--- src/rtl/motor_io_pkg.sv ---
`default_nettype none
// ============================================================================
// Module      : motor_io_pkg
// Description : Shared types and constants for the motor pin I/O multiplexer.
// Revision    : 1.0 - initial release
// ============================================================================
package motor_io_pkg;

    // Mux operating state, exported on o_state with these exact codes.
    typedef enum logic [2:0] {
        GUARD_DSHOT = 3'd0,
        DSHOT       = 3'd1,
        GUARD_PT    = 3'd2,
        PT_RX       = 3'd3,
        PT_TX       = 3'd4
    } state_t;

    // UART lines idle high, so synchronisers come out of reset high too.
    localparam logic c_sync_rst_level = 1'b1;

endpackage
`default_nettype wire

--- src/rtl/sync_2ff.sv ---
`default_nettype none
// ============================================================================
// Module      : sync_2ff
// Description : Two-flop synchroniser for asynchronous inputs, vector width
//               and reset level configurable.
// Revision    : 1.0 - initial release
// ============================================================================
module sync_2ff
    import motor_io_pkg::*;
#(
    parameter int   WIDTH     = 1,
    parameter logic RST_LEVEL = c_sync_rst_level
) (
    input  logic             clk,
    input  logic             rst,
    input  logic [WIDTH-1:0] d,
    output logic [WIDTH-1:0] q
);

    logic [WIDTH-1:0] r_meta;
    logic [WIDTH-1:0] r_sync;

    // Two back-to-back capture stages
    always_ff @(posedge clk or posedge rst) begin
        if (rst) begin
            r_meta <= {WIDTH{RST_LEVEL}};
            r_sync <= {WIDTH{RST_LEVEL}};
        end else begin
            r_meta <= d;
            r_sync <= r_meta;
        end
    end

    assign q = r_sync;

endmodule
`default_nettype wire

--- src/rtl/motor_io_mux.sv ---
`default_nettype none
// ============================================================================
// Module      : motor_io_mux
// Description : Per-motor pad mux between DSHOT and half-duplex UART
//               passthrough, with guarded mode switches, TX turnaround and an
//               idle timeout that falls back to DSHOT.
// Revision    : 1.0 - initial release
// ============================================================================
module motor_io_mux
    import motor_io_pkg::*;
#(
    parameter int NUM_MOTORS          = 4,
    parameter int GUARD_CYCLES        = 7200,
    parameter int TURNAROUND_CYCLES   = 720,
    parameter int IDLE_TIMEOUT_CYCLES = 360_000_000,
    parameter int CH_W                = (NUM_MOTORS > 1) ? $clog2(NUM_MOTORS) : 1
) (
    input  logic                  i_sys_clk,
    input  logic                  i_rst,
    input  logic                  i_mode_dshot,
    input  logic [CH_W-1:0]       i_pt_channel,
    input  logic                  i_timeout_en,
    input  logic [NUM_MOTORS-1:0] i_dshot,
    input  logic                  i_pt_tx,
    output logic                  o_pt_rx,
    input  logic [NUM_MOTORS-1:0] i_motor_in,
    output logic [NUM_MOTORS-1:0] o_motor_out,
    output logic [NUM_MOTORS-1:0] o_motor_oe,
    output logic [2:0]            o_state,
    output logic                  o_timeout_evt,
    output logic                  o_pt_locked
);

    localparam int c_guard_w = $clog2(GUARD_CYCLES + 1);
    localparam int c_turn_w  = $clog2(TURNAROUND_CYCLES + 1);
    localparam int c_idle_w  = $clog2(IDLE_TIMEOUT_CYCLES + 1);

    localparam logic [c_guard_w-1:0]  c_guard_one  = c_guard_w'(1);
    localparam logic [c_guard_w-1:0]  c_guard_last = c_guard_w'(GUARD_CYCLES - 1);
    localparam logic [c_guard_w-1:0]  c_guard_max  = c_guard_w'(GUARD_CYCLES);
    localparam logic [c_turn_w-1:0]   c_turn_one   = c_turn_w'(1);
    localparam logic [c_turn_w-1:0]   c_turn_last  = c_turn_w'(TURNAROUND_CYCLES - 1);
    localparam logic [c_turn_w-1:0]   c_turn_max   = c_turn_w'(TURNAROUND_CYCLES);
    localparam logic [c_idle_w-1:0]   c_idle_one   = c_idle_w'(1);
    localparam logic [c_idle_w-1:0]   c_idle_limit = c_idle_w'(IDLE_TIMEOUT_CYCLES);
    localparam logic [NUM_MOTORS-1:0] c_bit0       = NUM_MOTORS'(1);

    logic                  w_tx_s;
    logic [NUM_MOTORS-1:0] w_motor_s;

    state_t                r_state;
    logic [CH_W-1:0]       r_sel;
    logic [c_guard_w-1:0]  r_guard_cnt;
    logic [c_turn_w-1:0]   r_turn_cnt;
    logic [c_idle_w-1:0]   r_idle_cnt;
    logic                  r_tx_prev;
    logic [NUM_MOTORS-1:0] r_motor_prev;

    state_t                w_next;
    logic [CH_W-1:0]       w_sel_next;
    logic [NUM_MOTORS-1:0] w_mask;
    logic                  w_in_pt;
    logic                  w_sel_rx;
    logic                  w_act_edge;
    logic                  w_ch_ok;
    logic                  w_idle_hit;
    logic [31:0]           w_ch_ext;
    logic [NUM_MOTORS-1:0] w_oe_nxt;
    logic [NUM_MOTORS-1:0] w_out_nxt;
    logic                  w_rx_nxt;

    sync_2ff #(.WIDTH(1), .RST_LEVEL(c_sync_rst_level)) u_sync_tx (
        .clk (i_sys_clk),
        .rst (i_rst),
        .d   (i_pt_tx),
        .q   (w_tx_s)
    );

    sync_2ff #(.WIDTH(NUM_MOTORS), .RST_LEVEL(c_sync_rst_level)) u_sync_motor (
        .clk (i_sys_clk),
        .rst (i_rst),
        .d   (i_motor_in),
        .q   (w_motor_s)
    );

    assign w_in_pt    = (r_state == PT_RX) || (r_state == PT_TX);
    assign w_sel_rx   = w_motor_s[r_sel];
    // Any transition on either UART direction counts as link activity
    assign w_act_edge = (w_tx_s != r_tx_prev) || (w_sel_rx != r_motor_prev[r_sel]);
    assign w_ch_ext   = 32'(i_pt_channel);
    assign w_ch_ok    = w_ch_ext < 32'(NUM_MOTORS);
    assign w_idle_hit = w_in_pt && i_timeout_en && (r_idle_cnt >= c_idle_limit);

    // Next-state decision; timeout and DSHOT request override any UART activity
    always_comb begin
        w_next = r_state;
        case (r_state)
            GUARD_DSHOT: if (r_guard_cnt >= c_guard_last) w_next = DSHOT;
            DSHOT:       if (!i_mode_dshot && !o_pt_locked && w_ch_ok) w_next = GUARD_PT;
            GUARD_PT: begin
                if (i_mode_dshot)                    w_next = GUARD_DSHOT;
                else if (r_guard_cnt >= c_guard_last) w_next = PT_RX;
            end
            PT_RX: begin
                if (w_idle_hit || i_mode_dshot) w_next = GUARD_DSHOT;
                else if (!w_tx_s)               w_next = PT_TX;
            end
            PT_TX: begin
                if (w_idle_hit || i_mode_dshot)            w_next = GUARD_DSHOT;
                else if (w_tx_s && r_turn_cnt >= c_turn_last) w_next = PT_RX;
            end
            default: w_next = GUARD_DSHOT;
        endcase
    end

    // Channel is captured only on the DSHOT -> GUARD_PT transition
    assign w_sel_next = (r_state == DSHOT && w_next == GUARD_PT) ? i_pt_channel : r_sel;
    assign w_mask     = c_bit0 << w_sel_next;

    // Pad drive for the state being entered, so outputs change with the state
    always_comb begin
        w_oe_nxt  = '1;
        w_out_nxt = '0;
        w_rx_nxt  = 1'b1;
        case (w_next)
            DSHOT:    w_out_nxt = i_dshot;
            GUARD_PT: w_out_nxt = w_mask;
            PT_RX: begin
                w_oe_nxt  = ~w_mask;
                w_out_nxt = w_mask;
                w_rx_nxt  = w_sel_rx;
            end
            PT_TX:    w_out_nxt = w_tx_s ? w_mask : '0;
            default: ;
        endcase
    end

    // State, counters and registered outputs
    always_ff @(posedge i_sys_clk or posedge i_rst) begin
        if (i_rst) begin
            r_state       <= GUARD_DSHOT;
            r_sel         <= '0;
            r_guard_cnt   <= '0;
            r_turn_cnt    <= '0;
            r_idle_cnt    <= '0;
            r_tx_prev     <= c_sync_rst_level;
            r_motor_prev  <= {NUM_MOTORS{c_sync_rst_level}};
            o_motor_oe    <= '1;
            o_motor_out   <= '0;
            o_pt_rx       <= 1'b1;
            o_state       <= GUARD_DSHOT;
            o_timeout_evt <= 1'b0;
            o_pt_locked   <= 1'b0;
        end else begin
            r_state      <= w_next;
            r_sel        <= w_sel_next;
            r_tx_prev    <= w_tx_s;
            r_motor_prev <= w_motor_s;

            if ((w_next == GUARD_DSHOT || w_next == GUARD_PT) && w_next == r_state)
                r_guard_cnt <= (r_guard_cnt < c_guard_max) ? r_guard_cnt + c_guard_one : r_guard_cnt;
            else
                r_guard_cnt <= '0;

            if (r_state == PT_TX && w_next == PT_TX && w_tx_s)
                r_turn_cnt <= (r_turn_cnt < c_turn_max) ? r_turn_cnt + c_turn_one : r_turn_cnt;
            else
                r_turn_cnt <= '0;

            if (w_in_pt && (w_next == PT_RX || w_next == PT_TX) && !w_act_edge)
                r_idle_cnt <= (r_idle_cnt < c_idle_limit) ? r_idle_cnt + c_idle_one : r_idle_cnt;
            else
                r_idle_cnt <= '0;

            o_motor_oe    <= w_oe_nxt;
            o_motor_out   <= w_out_nxt;
            o_pt_rx       <= w_rx_nxt;
            o_state       <= w_next;
            o_timeout_evt <= w_idle_hit;

            if (w_idle_hit)
                o_pt_locked <= 1'b1;
            else if (i_mode_dshot)
                o_pt_locked <= 1'b0;
        end
    end

endmodule
`default_nettype wire

--- config.mk ---
export PLATFORM = sky130hd
export DESIGN_NAME = motor_io_mux
export DESIGN_NICKNAME = d
export VERILOG_FILES = /design/src/rtl/motor_io_pkg.sv /design/src/rtl/sync_2ff.sv /design/src/rtl/motor_io_mux.sv
export SDC_FILE = /design/constraint.sdc
export NUM_CORES = 1
export LEC_CHECK = 0
export ABC_CLOCK_PERIOD_IN_PS = 4900
export CAP_MARGIN = 20
export CORE_ASPECT_RATIO = 2
export CORE_MARGIN = 2
export CORE_UTILIZATION = 56
export CTS_CLUSTER_DIAMETER = 120
export DETAILED_ROUTE_END_ITERATION = 16
export PLACE_DENSITY = 0.81
export SETUP_SLACK_MARGIN = 0.05
export SLEW_MARGIN = 10
export SYNTH_ARGS = -nofsm -noshare
export SYNTH_HDL_FRONTEND = slang
export SYNTH_SLANG_ARGS = --single-unit
--- constraint.sdc ---
create_clock -name i_sys_clk -period 4.9 [get_ports i_sys_clk]
set_input_delay 0.98 -clock i_sys_clk [delete_from_list [all_inputs] [get_ports i_sys_clk]]
set_output_delay 0.98 -clock i_sys_clk [all_outputs]
set_load 0.05 [all_outputs]
---- Word level (Yosys, flattened, before mapping) ----
Index checks and enable logic that the tools add are counted.
word-level totals
  register bits after elaboration ......... 83
  output and inout port bits .............. 14
  logic and storage cells ................. 92
operators by class
  add/sub/neg operators ................... 3
  $lt $le $gt $ge ......................... 8
  equal/unequal tests ..................... 14
  shift operators ......................... 1
  mux-type cells .......................... 26
  bitwise logic cells ..................... 1
  reductions and logical operators ........ 23
operators by type and width
  cell                                                        number
  2-to-1 mux 29 bit                                           2
  adder 29 x 1 -> 29 bit, second input constant               1
  >= comparator 29 bit, second input constant                 1
  less-than comparator 29 bit, second input constant          1
  2-to-1 mux 13 bit                                           2
  2-to-1 mux 3 bit                                            8
  2-to-1 mux 10 bit                                           2
  case mux 3 bit (5 select lines)                             1
  adder 13 x 1 -> 13 bit, second input constant               1
  >= comparator 13 bit, second input constant                 1
  less-than comparator 13 bit, second input constant          1
  == test 3 x 2 -> 1 bit, second input constant               4
  case mux 4 bit (3 select lines)                             1
  logical AND 1 bit                                           11
  adder 10 x 1 -> 10 bit, second input constant               1
  >= comparator 10 bit, second input constant                 1
  less-than comparator 10 bit, second input constant          1
  2-to-1 mux 4 bit                                            2
  == test 3 x 1 -> 1 bit, second input constant               2
  == test 3 bit, second input constant                        2
  logical NOT 3 bit                                           2
  less-than comparator 2 x 3 -> 1 bit, second input constant  2
  != test 2 x 1 -> 1 bit, second input constant               3
  logical OR 1 bit                                            5
  other kinds (10)                                            18

---- Longest topological paths before layout ----
Gate-level depths: netlist of the first run.
  depth after elaboration ................. 13
  depth in mapped cells ................... 9
  depth with buffers taken out ............ 7

---- Cells and area by module ----
Synthesis of the first run repeated with hierarchy kept, for this count alone.
second synthesis, totals
  cells, all modules ...................... 379
  area, all modules ....................... 3965.1 um^2
modules (own cells, without submodules)
  module                    times used  cells an instance  area each (um^2)  seq. area each (um^2)
  motor_io_mux              1           367                3694.8            1839.3
  sync_2ff at u_sync_motor  1           9                  214.0             210.2
  sync_2ff at u_sync_tx     1           3                  56.3              52.6

---- Worst setup path before layout of the first run ----
Ideal clock, no wire load.
  kind .................................... input-to-reg
  start ................................... in i_mode_dshot
  end ..................................... reg r_idle_cnt[7]
  data arrival time ....................... 2355 ps
  required time ........................... 4829 ps
  slack ................................... 2473 ps
  cell stages on the path ................. 8
  path through ............................ clkbuf_1 nor2_1 o32a_2 o32ai_1 o2111ai_2 buf_6 buf_6 nor2_1
on the way
  word-level cells in the longest chain between the ends .. 10
ends and longest elaborated chain
  item                                                                          line                 source
  start: declaration                                                            motor_io_mux.sv:20   input logic i_mode_dshot,
  logical NOT 1 bit                                                             motor_io_mux.sv:99   DSHOT: if (!i_mode_dshot && !o_pt_locked && w_ch_ok) w_next = GUARD_PT;
  logical AND 1 bit (2 in series)                                               motor_io_mux.sv:99
  2-to-1 mux 3 bit                                                              motor_io_mux.sv:99
  case mux 3 bit (5 select lines) *                                             motor_io_mux.sv:97   case (r_state)
  == test 3 x 2 -> 1 bit or == test 3 bit (tied branches)                       motor_io_mux.sv:170  if (w_in_pt && (w_next == PT_RX || w_next == PT_TX) && !w_act_edge)
  logical OR 1 bit *                                                            motor_io_mux.sv:170
  logical AND 1 bit * (2 in series)                                             motor_io_mux.sv:170
  != test 2 x 1 -> 1 bit (no source line) or 2-to-1 mux 29 bit (tied branches)  --
  end signal: assignment                                                        motor_io_mux.sv:171  r_idle_cnt <= (r_idle_cnt < c_idle_limit) ? r_idle_cnt + c_idle_one : r_idle_cnt;
  end: declaration                                                              motor_io_mux.sv:55   logic [c_idle_w-1:0] r_idle_cnt;
Mark *: on every way between the ends. The rest lies on a longest branch, timed or not.
A chain may end at the register's enable or synchronous reset.

---- Final worst setup path of the first run ----
  start ................................... in i_mode_dshot
  end ..................................... reg r_idle_cnt[9]
Same word-level chain as after synthesis.

==> results of run 1 <==
==> registers in the layout, summed over array words and instances (netlist names), 2 cells and up <==
register             cells
u_sync_motor.r_meta      4
r_guard_cnt             13
r_state                  3
o_motor_oe               4
r_turn_cnt              10
u_sync_motor.q           4
r_idle_cnt              29
r_sel                    2
o_motor_out              4
r_motor_prev             4
==> metal layers <==
metal  global-route usage, %  share of wire [%]
met3                   5.335                3.2
met1                   24.75                 38
met2                   41.18                 56
met5                       0                  0
met4                   12.14                2.7
==> worst min path at each step <==
| stage | endpoint | cells past startpoint |
|---|---|---|
| 3_5_place_dp | u_sync_motor.q[0] | 0 |
| 6_report | u_sync_motor.q[0] | 0 |
| 3_3_place_gp | u_sync_motor.q[0] | 0 |
| 2_1_floorplan | u_sync_motor.q[0] | 0 |
| 5_1_grt | u_sync_motor.q[0] | 0 |
| 4_1_cts | u_sync_motor.q[0] | 0 |
==> final cells by class <==
type / instances / area (µm²) / area share, %
sequential: 83 / 2102 / 44.85
multi-input combinational: 289 / 1827 / 38.97
timing repair buffer: 32 / 317.8 / 6.781
clock buffer: 9 / 225.2 / 4.805
tap: 90 / 112.6 / 2.403
clock inverter: 7 / 60.06 / 1.281
inverter: 11 / 42.54 / 0.9076
==> cells in the final DEF, fill, tap and decap left out, types with 4 or more instances in the layout <==
cell type        count
nand3_1             16
nand4_1             11
inv_1                9
nand2b_1             6
ha_1                 4
nor2_1              64
a31oi_1              7
a21oi_1              5
dfrtp_1             63
nor4_1              15
nor3_1              13
nor4b_1              4
clkbuf_16            9
clkdlybuf4s50_1     28
xor2_1              11
xnor2_1             35
nand2_1             32
a21o_1               6
and3_1               9
o21ai_0              9
dfstp_2             20
==> where the power goes <==
| part | total [µW] | switching (µW) | internal (µW) |
|---|---|---|---|
| Combinational | 139 | 71.1 | 67.7 |
| Clock | 641 | 290 | 351 |
| Sequential | 782 | 52.0 | 730 |
| Total | 1560 | 413 | 1150 |
==> through the flow <==
step	util, %	total power (µW)	instance area [µm²]
3_5_place_dp	62.93	928.5	4402
2_1_floorplan	-	888.5	4046
6_report	67.01	1561	4687
5_1_grt	67.01	1628	4687
3_3_place_gp	62.72	923.5	4387
4_1_cts	67.01	1575	4687
==> cells by family after synthesis <==
| kind of cell | share of synthesized area (%) |
|---|---|
| adder cells (fa/ha/maj) | 1.237 |
| XOR/XNOR | 9.957 |
| flip-flops | 51.95 |
| AO/OA/AOI/OAI | 8.132 |
| AND/OR/NAND/NOR | 23.41 |
| buffers and inverters | 2.907 |
| multiplexers | 2.412 |
==> impl_results.md, run 1 <==
* FMAX at approximately 0.32 GHz
* Final #Nets at approximately 450
* Yosys top cell area share at between 30% and 40%
* Final HPWL DP at approximately 5800 µm
* Mapped Cells at ~400
* Overall routing resource usage at 23.19%
* CTS tree: yes
* Die ar. at around 0.008 mm²
* DRC errors left at 0
* Worst-Margin Slew at approximately 0.89 ns
* GR Overflow Total at 0
* Pins Over Slew Limit at 0
* Yosys top cell by area: dfrtp_1
* Layout area overhead at 15.83%
* Row count at 43
* Clk_lat worst skew at ~0.34 ns
* Worst min-delay path category: reg -> reg
* # fillers at between 500 and 600
* Synth Flop Type: dfrtp_1
* Hold Crit Start: u_sync_motor.r_meta[0]
* Post-CTS Resized at 0
* Distinct cells, synth at 53
* Synthesized Nets at between 400 and 500
* Worst Setup Slack, final at between 1.5 and 2 ns
* Fin. Hold Viols at 0
* Die Width at approximately 64 µm
* Yosys reg bits at 83
* Final Setup Violations at 0
* Crit path buf inv count at 2
* Most common cell in the netlist: nor2_1
* Top post-synthesis cells by count: nor2_1, dfrtp_1, xnor2_1
* Routability cong. at a little under 0.9
* First-pass GRT wire length at 14,400 µm
* Critical R2R Capture: r_idle_cnt[9]
* Initial Utilization at 57.85%
* Max_cap viols at 0
* Drt initial violations at between 150 and 200
* Die Y at 124.2 µm
* Worst slack, placed at 1.422 ns
* Hold_ws at about 0.36 ns
* Final Skew at 0.006507 ns
* Fin crit share at between 60% and 70%
* Worst path max stage delay at 0.61 ns
* Critical Path End Type: register
* Peak VDD IR at 0.2134 mV
* Largest net degree at the start of global routing at 46
* Synthesized area at between 0.004 and 0.005 mm²
* CTS sink cnt at 83
* YS warnings at 0
* Final min period at between 3 and 4 ns
* Cells along the critical path: clkdlybuf4s50_1, a211oi_1, nand4_1, o32a_2, o32ai_1, o2111ai_2, buf_8, nor2_1
* Layout cells sized above 1 at 12.53%
* Non-filler cells, final at 521
* I/O Buffers at 28
* R2r worst-path depth at 7
* Relative slew margins at 40.40%
* Post-synthesis sequential area ratio at between 50% and 60%
* Status: finished clean
* Total Wirelength at roughly 8400 µm
* Wire per inst at 16.18 µm
* RSZ-0062 raised after global routing: no
* Setup Buffers After CTS at 0
* Hold-fix buffers, CTS at 0
* Clock slew seen by the registers of the worst setup and hold paths at 0.06 ns
* CTS max path bufs at 2
* Setup CP Type: in -> reg
* Power Density at between 300 and 400 mW/mm²
* CTS Buf Count at 9
* Mean cell area of the mapped netlist at approximately 10 µm²
* Vias in the first global route at ~3,100
* Crit-path max FO at 15
* Antenna cell count at 0
* EDFF count, synth at 0
* Crit path max-delay cell type: clkdlybuf4s50_1
* Worst endpoint required time at just over 5 ns
* Root Driver: clkbuf_16
* R2R Setup Slk at 2.30 ns
* Post-DRT Antenna Nets at 0
* Vias per cell at ~5.9
* Critical path origin: i_mode_dshot
* Via count at 3,060
* CP delay by family, top: compound AO/OA/AOI/OAI gates
* CTS H-tree lvls at 3
* Ports at 29
* End point of the critical path: r_idle_cnt[9]
* Asr flop ratio synth at between 90% and 100%
* Leak at between 0.0015 and 0.002 µW
* Setup_tns at 0 ns
* Area of the core at 0.006994 mm²
* WP depth at 8
* Initial antenna violation count at 0
* Arrival time worst endpoint at approximately 3.4 ns
* Initial DRT Pass Iterations at 4
* Placed cell count at roughly 510
* Worst r2r src: r_idle_cnt[13]
* Startpoint types: primary input
* Ranking of synthesized cells by area: dfrtp_1, dfstp_2, xnor2_1
Power figures use the tool's default switching activity.
==> run 2: changes to the inputs <==
Settings changed: ABC_CLOCK_PERIOD_IN_PS 4900 to 2800, CORE_UTILIZATION 56 to 53, PLACE_DENSITY 0.81 to 0.8.
Clock period 4.9 ns to 2.8 ns, I/O delays scaled along.
==> run 2 against run 1 <==
Net effect: worst setup slack got worse by 1.4 ns; first-iteration DRC count rose by 62%; cell count rose by 1.3%; die area rose by 5.4%; clock-buffer cell count rose by 1; register-to-register slack got worse by 1.9 ns; final area rose by 1.0%; via count fell by 0.82%; core utilization fell by 3.8 points; critical path type is now reg -> reg; highest routed layer unchanged.
==> impl_results.md, run 2 (synthesis results as in run 1) <==
* Wire per inst at about 15 µm
* Vias per cell at approximately 5.7
* Fin crit share at 84.96%
* Relative slew margins at between 60 and 70%
* Largest net degree at the start of global routing at 38
* DRC errors left at 0
* Hold-fix buffers, CTS at 0
* Max_cap viols at 0
* Pins Over Slew Limit at 0
* Area of the core at 0.007488 mm²
* Setup CP Type: reg -> reg
* CTS tree: yes
* Final Skew at around 0.009 ns
* Setup Buffers After CTS at 0
* Row count at 45
* Worst-Margin Slew at slightly above 0.5 ns
* CTS Buf Count at 9
* Routability cong. at 0.8905
* Fin. Hold Viols at 0
* Top Registers: r_idle_cnt (29), r_guard_cnt (13), r_turn_cnt (10)
* Final min period at between 2 and 2.5 ns
* Leak at between 0.0015 and 0.002 µW
* Vias in the first global route at 2,973
* Overall routing resource usage at a little over a fifth
* Antenna cell count at 0
* Initial antenna violation count at 0
* FMAX at 0.4204 GHz
* Final HPWL DP at between 5000 and 6000 µm
* Clock slew seen by the registers of the worst setup and hold paths at approximately 0.07 ns
* Final #Nets at around 450
* Die Width at 65.79 µm
* Power Density at 588.2 mW/mm²
* Via count at between 3,000 and 4,000
* Worst endpoint required time at approximately 3.0 ns
* Layout area overhead at 17.01%
* Status: finished clean
* CTS sink cnt at 83
* Root Driver: clkbuf_16
* Register Area at between 0.002 and 0.0025 mm²
* Die ar. at about 0.0084 mm²
* Total Wirelength at approximately 8100 µm
* Post-DRT Antenna Nets at 0
* # fillers at 596
* Initial DRT Pass Iterations at 4
* Total power at 2785 µW
* Critical Path End Type: register
* CTS H-tree lvls at 3
* Multi-input logic area at between 0.0015 and 0.002 mm²
* CTS max path bufs at 2
* Clk_lat worst skew at about 0.35 ns
* GR Overflow Total at 0
* Most common cell after layout, fill and taps aside: nor2_1
* Drt initial violations at between 200 and 300
* Initial Utilization at between 50% and 60%
* First-pass GRT wire length at about 14,000 µm
* Final Setup Violations at 0
* Most frequent cells in the layout: nor2_1, dfrtp_1, xnor2_1
* Worst min-delay path category: reg -> reg
* Crit-path max FO at 10
* Setup_tns at 0 ns
* Final core utilization at a little over three fifths
* Post-CTS Resized at 0
* R2R Setup Slk at around 0.42 ns
* Hold_ws at 0.3556 ns
* Most flops, register: r_idle_cnt
* Max reg flops at 29
* Die Y at 127.6 µm
* Layout cells sized above 1 at a little over an eighth
* RSZ-0062 raised after global routing: no
* Startpoint types: register
* Ports at 29
* I/O Buffers at 28
* Peak VDD IR at around 0.56 mV
* Arrival time worst endpoint at between 2 and 3 ns
## run 2: critical path, stage by stage, from the launching register on
cell and delay (ns):
dfrtp_1 0.46, a211oi_1 0.11, a2111oi_0 0.54, or2b_1 0.34
a21o_1 0.24, inv_2 0.09, or4_1 0.35, nor2_1 0.10
## run 2: final cells by class
| cell class | count | share of cell area (%) |
|---|---|---|
| flip-flops and latches | 83 | 44.40 |
| multi-input cells | 289 | 38.58 |
| repair buffers | 35 | 7.294 |
| clock buffers | 10 | 5.285 |
| well taps | 94 | 2.484 |
| clock inverters | 6 | 1.057 |
| inverters | 11 | 0.8985 |
## run 2: path summary, 6_finish.rpt
path,depth (start not counted),startpoint,endpoint
min,0,u_sync_motor.r_meta[1],u_sync_motor.q[1]
min in group asynchronous,2,i_rst,r_guard_cnt[5]
max,7,r_idle_cnt[12],r_turn_cnt[1]
min reg2reg,0,u_sync_motor.r_meta[1],u_sync_motor.q[1]
max reg2reg,7,r_idle_cnt[12],r_turn_cnt[1]
max in group asynchronous,3,i_rst,r_motor_prev[3]
## run 2: metal layers
layer	track usage [%]	vias to the layer above	wire length [µm]
met5	0	-	0
met4	10.78	0	202
met3	5.370	15	320
met2	33.45	77	4117
met1	27.97	1480	3502
li1	-	1463	-
## run 2: stage by stage
| step | cells | worst slack [ns] | instance area (µm²) |
|---|---|---|---|
| global placement | 512 | 0.4093 | 4434 |
| detailed placement | 512 | 0.3387 | 4434 |
| global route | 528 | 0.2536 | 4735 |
| finish | 528 | 0.4212 | 4735 |
| CTS | 528 | 0.4055 | 4735 |
| floorplan | 397 | 0.1363 | 4046 |
## run 2: report_power, final
part           leakage, µW  switching, µW  total [µW]  internal (µW)
clock             0.000151            501        1170            669
combinational     0.000660            128         248            121
sequential         0.00107           88.6        1370           1280
total              0.00189            718        2780           2070
==> run 3: changes to the inputs <==
Settings changed: ABC_CLOCK_PERIOD_IN_PS 2800 to 2200, CORE_UTILIZATION 53 to 56, PLACE_DENSITY 0.8 to 0.81.
Clock period 2.8 ns to 2.2 ns, I/O delays scaled along.
==> run 3 against run 2 <==
Net effect: combinational power up 51%; final area up 7.8%; critical path type unchanged; sequential share of layout area down 3.1 points; worst setup slack worse by 0.35 ns; total power up 27%.
==> impl_results.md, run 3 (synthesis results as in run 1) <==
* Via count at between 3,000 and 4,000
* Largest net degree at the start of global routing at 38
* Initial DRT Pass Iterations at 4
* Top Registers: r_idle_cnt (29), r_guard_cnt (13), r_turn_cnt (10)
* Final Skew at approximately 0.007 ns
* Critical Path End Type: register
* Ports at 29
* Final min period at ~2.1 ns
* Placed cell area at about 0.0047 mm²
* Final HPWL DP at 6196 µm
* Worst-Margin Slew at 0.5217 ns
* Most frequent cells in the layout: nor2_1, dfrtp_1, buf_4
* Die ar. at between 0.007 and 0.008 mm²
* Layout cells sized above 1 at 22.60%
* Max reg flops at 29
* Hold-fix buffers, CTS at 0
* Relative slew margins at 64.73%
* Wire per inst at approximately 16 µm
* Fin. Hold Viols at 0
* GR Overflow Total at 0
* Fin crit share at approximately 97%
* NetSw at around 940 µW
* Logic pwr share at about a tenth
* Routability cong. at ~0.94
* Status: finished clean
* CTS tree: yes
* First-pass GRT wire length at about 15,000 µm
* CTS H-tree lvls at 3
* Die Y at approximately 120 µm
* Power share of the clock group at about two fifths
* Overall routing resource usage at 24.81%
* R2r worst-path depth at 8
* # fillers at between 400 and 500
* DRC errors left at 0
* Area of the core at 0.006994 mm²
* Power Density at about 690 mW/mm²
* Startpoint types: register
* CTS Buf Count at 9
* Row count at 43
* Peak VDD IR at 0.7189 mV
* Post-DRT Antenna Nets at 0
* Hold_ws at 0.3563 ns
* Root Driver: clkbuf_16
* Int Power at between 2000 and 3000 µW
* Max_cap viols at 0
* Arrival time worst endpoint at around 2.4 ns
* CTS sink cnt at 83
* Die Width at approximately 64 µm
* Pins Over Slew Limit at 0
* Most common cell after layout, fill and taps aside: nor2_1
* CTS max path bufs at 2
* Clk_lat worst skew at ~0.34 ns
* Vias per cell at between 5 and 6
* Initial Utilization at between 50 and 60%
* Worst Hold Depth at 0
* FMAX at 0.4697 GHz
* Clock slew seen by the registers of the worst setup and hold paths at approximately 0.06 ns
* Vias in the first global route at around 3,400
* Total Wirelength at 9140 µm
* Drt initial violations at 290
* Post-layout instance area at ~0.005 mm²
* Crit-path max FO at 5
* Setup CP Type: reg -> reg
* I/O Buffers at 28
* Initial antenna violation count at 0
* Final #Nets at between 400 and 500
* Net Sw Frac at a little over a quarter
* Most flops, register: r_idle_cnt
* Seq pwr share at around half
* Final Setup Violations at 0
* Antenna cell count at 0
* Worst endpoint required time at ~2.5 ns
* Worst min-delay path category: reg -> reg
* Leak at 0.002070 µW
* Layout area overhead at 26.19%
* RSZ-0062 raised after global routing: yes
## run 3: cell count changes in the layout (fill, tap and decap cells not counted), moves of 2 or more
| cell | before | now |
|---|---|---|
| dfrtp_1 | 63 | 59 |
| buf_4 | 6 | 36 |
| clkinvlp_4 | 0 | 2 |
| buf_12 | 1 | 5 |
| dfrtp_2 | 0 | 4 |
| and3_1 | 9 | 7 |
| inv_4 | 2 | 0 |
## run 3: repair_timing
action,in CTS,in global routing
endpoints found under the hold margin,0,0
setup buffers,1,4
pin swaps,0,4
endpoints found under the setup margin,53,48
cloned,0,1
gates resized for setup,7,6
## run 3: stage by stage
| stage | util [%] | TNS, ns | instances | power, µW | setup WS (ns) |
|---|---|---|---|---|---|
| 3_3_place_gp | 67.35 | -12.18 | 538 | 2097 | -0.3065 |
| 2_1_floorplan | - | 0 | 397 | 1979 | 0.1437 |
| 6_report | 73.01 | 0 | 559 | 3536 | 0.07076 |
| 3_5_place_dp | 67.35 | -10.73 | 538 | 2113 | -0.2916 |
| 5_1_grt | 73.01 | -0.2687 | 559 | 3687 | -0.03850 |
| 4_1_cts | 71.88 | 0 | 555 | 3558 | 0.05996 |
## run 3: layout make-up
type / count / area (µm²) / share of cell area, %
sequential: 83 / 2107 / 41.26
multi-input combinational: 289 / 1882 / 36.85
timing repair buffer: 70 / 675.6 / 13.23
clock buffer: 9 / 225.2 / 4.411
tap: 90 / 112.6 / 2.205
clock inverter: 7 / 58.81 / 1.152
inverter: 11 / 45.04 / 0.8821
## run 3: path summary, 6_finish.rpt
path / from / to / slack [ns]
min in group asynchronous: i_rst / o_motor_out[3] / 0.45
setup / recovery: r_turn_cnt[1] / r_turn_cnt[0] / 0.07
setup reg to reg: r_turn_cnt[1] / r_turn_cnt[0] / 0.07
max in group asynchronous: i_rst / u_sync_tx.r_meta / 1.18
hold / removal: u_sync_motor.r_meta[1] / u_sync_motor.q[1] / 0.36
hold reg to reg: u_sync_motor.r_meta[1] / u_sync_motor.q[1] / 0.36
## run 3: worst max-delay path, cell delays in order (launching register included)
cell and delay [ns]:
dfrtp_1 0.40, ha_1 0.20, and3_4 0.19, o211ai_1 0.22
nor2_1 0.06, o22a_1 0.19, or4_4 0.53, clkbuf_16 0.18
nor2_1 0.09
## run 3: routing by layer
metal / up-vias / wire, µm / global-route usage (%)
met5: - / 0 / 0
met4: 0 / 382 / 13.27
met3: 32 / 318 / 5.335
met2: 84 / 5206 / 44.67
met1: 1588 / 3232 / 25.99
li1: 1525 / - / -
## run 3: power groups by stage
stage | combinational, µW | clock, µW | sequential, µW
2_1_floorplan | 260 | 0 | 1720
3_3_place_gp | 361 | 0 | 1740
3_5_place_dp | 372 | 0 | 1740
4_1_cts | 378 | 1460 | 1720
5_1_grt | 417 | 1530 | 1740
6_report | 374 | 1440 | 1720
